[src/rtl/gf_pkg.sv]
// Shared definitions for the binary-field divider: default field degree,
// the NIST B-163/K-163 reduction polynomial and the divider state type.
package gf_pkg;

    localparam int GF_NUM_BITS = 163;

    // F(x) = x^163 + x^7 + x^6 + x^3 + 1
    localparam logic [163:0] POLY_163 = {1'b1, 155'd0, 8'b1100_1001};

    typedef enum logic [1:0] {
        IDLE = 2'd0,
        ITER = 2'd1,
        DONE = 2'd2
    } gf_div_state_t;

endpackage

[src/rtl/gf_div_param_chk.sv]
// Run-time checks for gf_div_param: bounds the number of reduction steps
// and keeps the done/busy handshake consistent.
module gf_div_param_chk #(
    parameter int MAX_ITER = 652
) (
    input logic clk,
    input logic n_rst,
    input logic busy,
    input logic done
);

    logic [31:0] iter_cnt_q;

    // Count consecutive cycles spent iterating.
    always_ff @(posedge clk) begin
        if (!n_rst || !busy) begin
            iter_cnt_q <= 32'd0;
        end else begin
            iter_cnt_q <= iter_cnt_q + 32'd1;
        end
    end

    a_iter_bound: assert property (@(posedge clk) disable iff (!n_rst)
        (iter_cnt_q <= 32'(MAX_ITER)));

    a_done_not_busy: assert property (@(posedge clk) disable iff (!n_rst)
        (done |-> !busy));

endmodule

[src/rtl/gf_half_mod.sv]
// Combinational division by x modulo F(x): z = x/x mod F.
// An odd operand has F added first so the shifted-out bit is always zero.
module gf_half_mod #(
    parameter int                NUM_BITS = 163,
    parameter logic [NUM_BITS:0] POLY     = {(NUM_BITS+1){1'b1}}
) (
    input  logic [NUM_BITS-1:0] x,
    output logic [NUM_BITS-1:0] z
);

    logic [NUM_BITS:0] sum_s;

    // Conditionally add F, then drop the (now zero) constant term.
    always_comb begin
        sum_s = {1'b0, x};
        if (x[0]) begin
            sum_s = {1'b0, x} ^ POLY;
        end else begin
            sum_s = {1'b0, x};
        end
        z = sum_s[NUM_BITS:1];
    end

endmodule

[src/rtl/gf_div_param.sv]
// GF(2^m) divider Q = A/B mod F(x) using the binary extended Euclidean
// algorithm, one reduction step per clock.
// Optional feature macro: GF_DIV_INV_MODE_EN adds the inv port (Q = B^-1).
module gf_div_param
    import gf_pkg::*;
#(
    parameter int                NUM_BITS = GF_NUM_BITS,
    parameter logic [NUM_BITS:0] POLY     = POLY_163
) (
    input  logic                clk,
    input  logic                n_rst,
    input  logic                start,
    input  logic [NUM_BITS-1:0] A,
    input  logic [NUM_BITS-1:0] B,
`ifdef GF_DIV_INV_MODE_EN
    input  logic                inv,
`endif
    output logic [NUM_BITS-1:0] Q,
    output logic                done,
    output logic                busy,
    output logic                div_zero
);

    localparam logic [NUM_BITS-1:0] ONE_N = {{(NUM_BITS-1){1'b0}}, 1'b1};
    localparam logic [NUM_BITS:0]   ONE_V = {{NUM_BITS{1'b0}}, 1'b1};
    localparam logic [NUM_BITS-1:0] ZERO_N = {NUM_BITS{1'b0}};

    gf_div_state_t       state_q;
    logic [NUM_BITS-1:0] u_q, x1_q, x2_q, q_q;
    logic [NUM_BITS:0]   v_q;
    logic                done_q, busy_q, div_zero_q;

    logic [NUM_BITS-1:0] x1_half_s, x2_half_s, x1_load_s;
    logic                u_one_s, v_one_s, u_gt_v_s, b_zero_s;

    gf_half_mod #(.NUM_BITS(NUM_BITS), .POLY(POLY)) u_half_x1 (
        .x(x1_q),
        .z(x1_half_s)
    );

    gf_half_mod #(.NUM_BITS(NUM_BITS), .POLY(POLY)) u_half_x2 (
        .x(x2_q),
        .z(x2_half_s)
    );

    // Step decode and the initial x1 value (A, or 1 when inverting).
    always_comb begin
        u_one_s  = (u_q == ONE_N);
        v_one_s  = (v_q == ONE_V);
        u_gt_v_s = ({1'b0, u_q} > v_q);
        b_zero_s = (B == ZERO_N);
        x1_load_s = A;
`ifdef GF_DIV_INV_MODE_EN
        if (inv) begin
            x1_load_s = ONE_N;
        end else begin
            x1_load_s = A;
        end
`endif
    end

    // Control FSM with registered result and status outputs.
    always_ff @(posedge clk) begin
        if (!n_rst) begin
            state_q    <= IDLE;
            q_q        <= ZERO_N;
            done_q     <= 1'b0;
            busy_q     <= 1'b0;
            div_zero_q <= 1'b0;
        end else begin
            done_q <= 1'b0;
            case (state_q)
                IDLE: begin
                    if (start && b_zero_s) begin
                        state_q    <= DONE;
                        q_q        <= ZERO_N;
                        div_zero_q <= 1'b1;
                        done_q     <= 1'b1;
                    end else if (start) begin
                        state_q    <= ITER;
                        busy_q     <= 1'b1;
                        div_zero_q <= 1'b0;
                    end else begin
                        state_q <= IDLE;
                    end
                end
                ITER: begin
                    if (u_one_s) begin
                        q_q     <= x1_q;
                        done_q  <= 1'b1;
                        busy_q  <= 1'b0;
                        state_q <= DONE;
                    end else if (v_one_s) begin
                        q_q     <= x2_q;
                        done_q  <= 1'b1;
                        busy_q  <= 1'b0;
                        state_q <= DONE;
                    end else begin
                        state_q <= ITER;
                    end
                end
                DONE: begin
                    state_q <= IDLE;
                end
                default: begin
                    state_q <= IDLE;
                    busy_q  <= 1'b0;
                end
            endcase
        end
    end

    // Euclidean datapath: load on accepted start, one reduction per ITER cycle.
    // u > v is an integer compare; with equal degrees it still lowers a degree.
    always_ff @(posedge clk) begin
        if (!n_rst) begin
            u_q  <= ZERO_N;
            v_q  <= {(NUM_BITS+1){1'b0}};
            x1_q <= ZERO_N;
            x2_q <= ZERO_N;
        end else begin
            case (state_q)
                IDLE: begin
                    if (start && !b_zero_s) begin
                        u_q  <= B;
                        v_q  <= POLY;
                        x1_q <= x1_load_s;
                        x2_q <= ZERO_N;
                    end
                end
                ITER: begin
                    if (u_one_s || v_one_s) begin
                        u_q <= u_q;
                    end else if (!u_q[0]) begin
                        u_q  <= u_q >> 1;
                        x1_q <= x1_half_s;
                    end else if (!v_q[0]) begin
                        v_q  <= v_q >> 1;
                        x2_q <= x2_half_s;
                    end else if (u_gt_v_s) begin
                        u_q  <= u_q ^ v_q[NUM_BITS-1:0];
                        x1_q <= x1_q ^ x2_q;
                    end else begin
                        v_q  <= v_q ^ {1'b0, u_q};
                        x2_q <= x2_q ^ x1_q;
                    end
                end
                default: begin
                    u_q <= u_q;
                end
            endcase
        end
    end

    assign Q        = q_q;
    assign done     = done_q;
    assign busy     = busy_q;
    assign div_zero = div_zero_q;

    gf_div_param_chk #(.MAX_ITER(4 * NUM_BITS)) u_chk (
        .clk  (clk),
        .n_rst(n_rst),
        .busy (busy_q),
        .done (done_q)
    );

endmodule

[config.mk]
export PLATFORM = sky130hd
export DESIGN_NAME = gf_div_param
export DESIGN_NICKNAME = d
export VERILOG_FILES = /design/src/rtl/gf_pkg.sv /design/src/rtl/gf_div_param_chk.sv /design/src/rtl/gf_half_mod.sv /design/src/rtl/gf_div_param.sv
export SDC_FILE = /design/constraint.sdc
export NUM_CORES = 2
export LEC_CHECK = 0
export ABC_AREA = 1
export CAP_MARGIN = 5
export CORE_ASPECT_RATIO = 1.2
export CORE_MARGIN = 2
export CORE_UTILIZATION = 50
export DETAILED_ROUTE_END_ITERATION = 8
export PLACE_DENSITY = 0.71
export SLEW_MARGIN = 10
export SYNTH_ARGS = -nofsm -noshare
export SYNTH_HDL_FRONTEND = slang
export SYNTH_SLANG_ARGS = --single-unit
[constraint.sdc]
create_clock -name clk -period 3.2 [get_ports clk]
set_input_delay 0.64 -clock clk [delete_from_list [all_inputs] [get_ports clk]]
set_output_delay 0.64 -clock clk [all_outputs]
set_load 0.1 [all_outputs]
* Word level (Yosys, flattened, before mapping) *
Index checks and enable logic that the tools add are counted.

operators by class
  reduce and logical (&&, ||, !) cells = 15
  multiplexer cells = 46
  bitwise operators = 6
  eq/ne operators = 14
  magnitude comparators = 1

operator list
  operator              number
  $mux 163              18
  $pmux 163 s2          4
  $mux 164              7
  $pmux 164 s2          1
  $xor 163x163->163     2
  $eq 164x1->1 const B  1
  $gt 163x164->1        1
  $xor 164x163->164     1
  $eq 163x1->1 const B  1
  $logic_not 163->1     1
  $ne 2x2->1 const B    6
  $ne 3x3->1 const B    4
  $mux 1                10
  $not 4->5             2
  $reduce_and 5->1      2
  $reduce_and 4->1      2
  $mux 2                3
  $reduce_and 3->1      2
  $pmux 2 s2            1
  $reduce_bool 2->1     2
  $pmux 1 s3            1
  $eq 2x1->1 const B    1
  $eq 2x2->1 const B    1
  $logic_and 1x1->1     2
  other kinds (6)       6

word-level totals
  bits of input ports = 329
  word-level logic and storage cells = 93
  output and inout bits = 166
  register bits after elaboration = 821

* Longest topological paths before layout *
  word-level depth = 6
  depth in mapped cells = 22
  gate-level depth less buffers = 20

* Modules after synthesis *
A second synthesis with hierarchy kept.

second synthesis, totals
  cells, all modules = 8370
  area, all modules = 53148.5 µm²

modules (own cells, without submodules)
  module        sequential area each (µm²)  cells an instance  area an instance (µm²)  instances
  gf_div_param  16415.7                     8024               50648.6                 1
  gf_half_mod   0.0                         173                1249.9                  2

* Least setup slack after synthesis *
No wires, ideal clock.

  kind = reg2reg
  from = reg state_q[1]
  to = reg x1_q[123]
  path slack = 0.537 ns
  buffers on the path = 3
  library setup time = 0.113 ns
  clock period less this slack = 2.663 ns
  stages on the path, launching flop included = 11
  required time = 3.087 ns
  arrival time = 2.551 ns
  path through = dfxtp_1 nor2_2 inv_2 nor2_1 inv_2 clkbuf_1 clkbuf_1 clkbuf_1 o221ai_1 nor2_1 nor2_1

on the way
  word-level cells in the longest chain between the ends = 3
  elaborated cells on any way between the ends = 9
  classes of those cells = eq/ne (5); mux (1); reduce/logical (3)

RTL lines
  what                                                 RTL line             text
  start, declared                                      gf_div_param.sv:28   gf_div_state_t state_q;
  start signal, assigned                               gf_div_param.sv:65   state_q <= IDLE;
  start signal, assigned                               gf_div_param.sv:75   state_q <= DONE;
  start signal, assigned                               gf_div_param.sv:80   state_q <= ITER;
  $eq 2x1->1 or $logic_not 2->1 (tied branches)        gf_div_param.sv:122  case (state_q)
  $ne 3x3->1 (no source line) (tied with other cells)  n/a
  $reduce_and 5->1 (no source line)                    n/a
  end signal, assigned                                 gf_div_param.sv:127  x1_q <= x1_load_s;
  end signal, assigned                                 gf_div_param.sv:136  x1_q <= x1_half_s;
  end signal, assigned                                 gf_div_param.sv:142  x1_q <= x1_q ^ x2_q;
  end, declared                                        gf_div_param.sv:29   logic [NUM_BITS-1:0] u_q, x1_q, x2_q, q_q;

Parallel ways exist; a longest one is shown, timed or not.
A chain may end at the register's enable or synchronous reset.

* Worst setup path after layout *
  from = in B[16]
  to = reg x1_q[25]

on the way
  word-level cells in the longest chain between the ends = 5

RTL lines
  what                               RTL line             text
  start, declared                    gf_div_param.sv:14   input logic [NUM_BITS-1:0] B,
  $logic_not 163->1                  gf_div_param.sv:51   b_zero_s = (B == ZERO_N);
  $logic_not 1->1                    gf_div_param.sv:124  if (start && !b_zero_s) begin
  $logic_and 1x1->1                  gf_div_param.sv:124
  $ne 2x2->1 (no source line)        n/a
  $reduce_and 5->1 (no source line)  n/a

Every way passes these cells.

==> impl_metrics.py <==
metrics = {
    "outcome": {
        "outcome": "complete, no violations",
    },
    "clocking": {
        "clockBufferDepth": 3,
        "clk_latency_ns": 0.68,
        "root_buffer": "clkbuf_16",
        "cts_buffers": 91,
        "h-tree-depth": 3,
        "path_clk_slew_ns": 0.07,
        "cts_tree": "done",
        "clock_sinks": 820,
    },
    "timing": {
        "fin_ws_ns": 0.0259,
        "slew_viol_final": 0,
        "clock_skew_ns": 0.0239,
        "rsz0062_at_grt": "yes",
        "setup_viol": 0,
        "post-route-period-util": 0.992,
        "slew-limit-headroom": 0.119,
        "worst_pin_slew_ns": 1.32,
        "max_freq_ghz": 0.315,
        "hold_violations": 0,
        "hold_ws_ns": 0.286,
        "fin_crit_ns": 3.17,
    },
    "job": {
        "maxCapViolCount": 0,
    },
    "synthesis": {
        "syn_inst": 7700,
        "synth.largest_area_cell": "dfxtp_1",
        "synth.avg_cell_area_um2": 6.48,
        "synth.top_cell.area_share": 0.329,
        "yosys_warnings": 0,
        "synth-async-reset-ratio": 0,
        "syn-num-nets": 8193,
        "synth_area_leaders": "dfxtp_1 33%, nand2_1 16%, nor2_1 8.1%",
        "synth_cell_types": 35,
        "synth_ff_type": "dfxtp_1",
        "ys_seq_area_frac": 0.329,
        "synth_area_um2": 49900,
        "ys_seq_elements": 820,
        "synth_edf_count": 0,
    },
    "cells_and_area": {
        "final_core_util": 0.617,
        "area_growth_pct": 22.0,
        "register_area_um2": 16400,
        "nets": 8461,
        "diodes": 0,
        "multiInputGateArea_um2": 29000,
        "num-fill-cells": 9238,
        "drive_above_1_share": 0.105,
    },
    "setup_path": {
        "path_cells": "clkdlybuf4s50_1, nor4_2, nand4_1, buf_4, nor3_1, nand2_1, nand2_4, nand2_2, nand3_4, buf_8, clkbuf_16, clkbuf_16, nor2_1, nor2_1",
        "critPathMaxFanout": 8,
        "slowest_stage": "nor4_2",
        "crit_type": "in -> reg",
        "max_stage_delay_ns": 0.67,
        "cp.arrival_ns": 3.77,
        "cp-start-kind": "input port",
        "crit_required_ns": 3.80,
        "end_kind": "register",
    },
    "power": {
        "peakVddDrop_v": 0.000389,
        "sw_frac_of_total": 0.370,
        "p_clk_frac": 0.314,
        "intPower_uw": 22800,
        "power_frac_seq": 0.342,
        "p_sw_uw": 13400,
        "combinationalPowerShare": 0.344,
        "leakage_uw": 0.0253,
        "power.total_uw": 36200,
        "power_density_nw_per_um2": 595,
    },
    "routing": {
        "vias": 54134,
        "wl_um": 180000,
        "drtIter0Drc": 5003,
        "post_drt_wl_per_cell_um": 19.3,
        "drt.antenna.violating_nets": 0,
        "dr.pass1.iters": 6,
        "routed_via_density": 5.81,
        "drc": 0,
    },
    "grt": {
        "grt_max_degree": 215,
        "grt_antenna_before_repair": 2,
        "overflow": 0,
        "grt_pass1_wl_um": 272000,
        "grt_pass1_vias": 51246,
        "track_usage": 0.322,
    },
    "worst_hold_path": {
        "min_path_type": "in -> reg",
    },
    "floorplanning": {
        "dieHeight_um": 350,
        "initial_core_util": 0.506,
        "core_um2": 98700,
        "die_x_um": 292,
        "ioPinCount": 495,
        "fp-row-count": 126,
        "die_area_um2": 102000,
    },
    "place": {
        "io_buffers": 494,
        "gp_congestion": 0.912,
        "preCtsSetupSlack_ns": -0.854,
        "detailed_place_hpwl_um": 111000,
    },
}
## cells in the final DEF, fill, tap and decap left out, drive strengths merged, types with 12 or more instances in the layout
| master | count |
|---|---|
| nand2 | 2070 |
| nor2 | 1087 |
| dfxtp | 820 |
| nand3 | 679 |
| inv | 590 |
| buf | 404 |
| a21oi | 398 |
| clkdlybuf4s50 | 327 |
| o211ai | 324 |
| o21ai | 181 |
| xnor2 | 166 |
| ha | 164 |
| o221ai | 163 |
| o22ai | 161 |
| clkbuf | 159 |
| or2 | 136 |
| nor4 | 80 |
| nand4 | 49 |
| nor3 | 28 |
| clkinv | 17 |
| bufinv | 12 |
## Yosys cell counts (34+ instances only)
library cell / number
nand2_1: 2064
clkbuf_1: 363
dfxtp_1: 820
o21ai_0: 181
nor4_1: 79
o22ai_1: 161
buf_1: 34
buf_6: 36
a21oi_1: 398
nand4_1: 47
buf_2: 126
nor2_1: 1080
o211ai_1: 324
inv_1: 567
or2_2: 136
ha_1: 164
xnor2_1: 166
o221ai_1: 163
nand3_1: 679
## worst paths after layout
| kind | from | end | slack [ns] | cells past startpoint |
|---|---|---|---|---|
| setup / recovery | B[16] | x1_q[25]$_SDFFE_PN0P_ | 0.03 | 14 |
| hold / removal | n_rst | x1_q[79]$_SDFFE_PN0P_ | 0.29 | 3 |
| setup reg to reg | v_q[67]$_SDFFE_PN0P_ | u_q[65]$_SDFFE_PN0P_ | 0.06 | 19 |
| hold reg to reg | Q[137]$_SDFFE_PN0P_ | Q[137]$_SDFFE_PN0P_ | 0.46 | 2 |
## power by group through the flow
stage	clock network, uW	registers, uW	logic [uW]
after global placement	0	12500	11100
after floorplan	0	12500	7910
after CTS	11500	12300	11300
final	11400	12400	12500
after detailed placement	0	12500	11200
after global routing	11900	12500	13700
## sequential cells by signal, summed over array words and instances (netlist names)
signal	count
u_q	163
state_q	2
Q	163
x2_q	163
div_zero	1
v_q	164
x1_q	163
busy	1
## cells by family after synthesis
logic type | after synthesis | synth area share
simple gates | 4135 | 0.344
compound gates | 1239 | 0.157
xor+xnor | 166 | 0.0291
flops | 820 | 0.329
buf+inv | 1176 | 0.0996
fa+ha+maj | 164 | 0.0411
## layout make-up
class	count	area share
clock inverter	37	0.00954
clock buffer	126	0.0425
inverter	587	0.0371
multi-input combinational	5704	0.476
timing repair buffer	764	0.139
sequential	820	0.270
tap	1280	0.0263
## metal layers
metal | up-vias | routed length [um] | global-route usage
met1 | 25322 | 72600 | 0.407
met2 | 2420 | 83300 | 0.539
met4 | 4 | 8040 | 0.141
met3 | 426 | 15700 | 0.0540
met5 | - | 22 | 0
li1 | 25962 | - | -
## per-stage QoR
step / TNS (ns) / cells / cell area (um2)
after CTS: -0.0189 / 9258 / 59300
final: 0 / 9318 / 60900
after floorplan: 0 / 7700 / 49900
after global placement: -576.60 / 9095 / 56100
after detailed placement: -640.33 / 9095 / 56100
after global routing: -1.89 / 9318 / 60900
## worst max-delay path: cells and delay by family
family	cells	cell delay (ns)
buf+inv	5	1.20
simple gates	9	1.90
## what timing repair did
action | in CTS | in global routing
gates resized for setup | 7 | 110
cloned | 0 | 36
pin swaps | 0 | 49
hold buffers | 0 | 0
setup buffers | 0 | 24
endpoints found under the setup margin | 807 | 650
No activity file was read; power rests on OpenSTA's default activity.
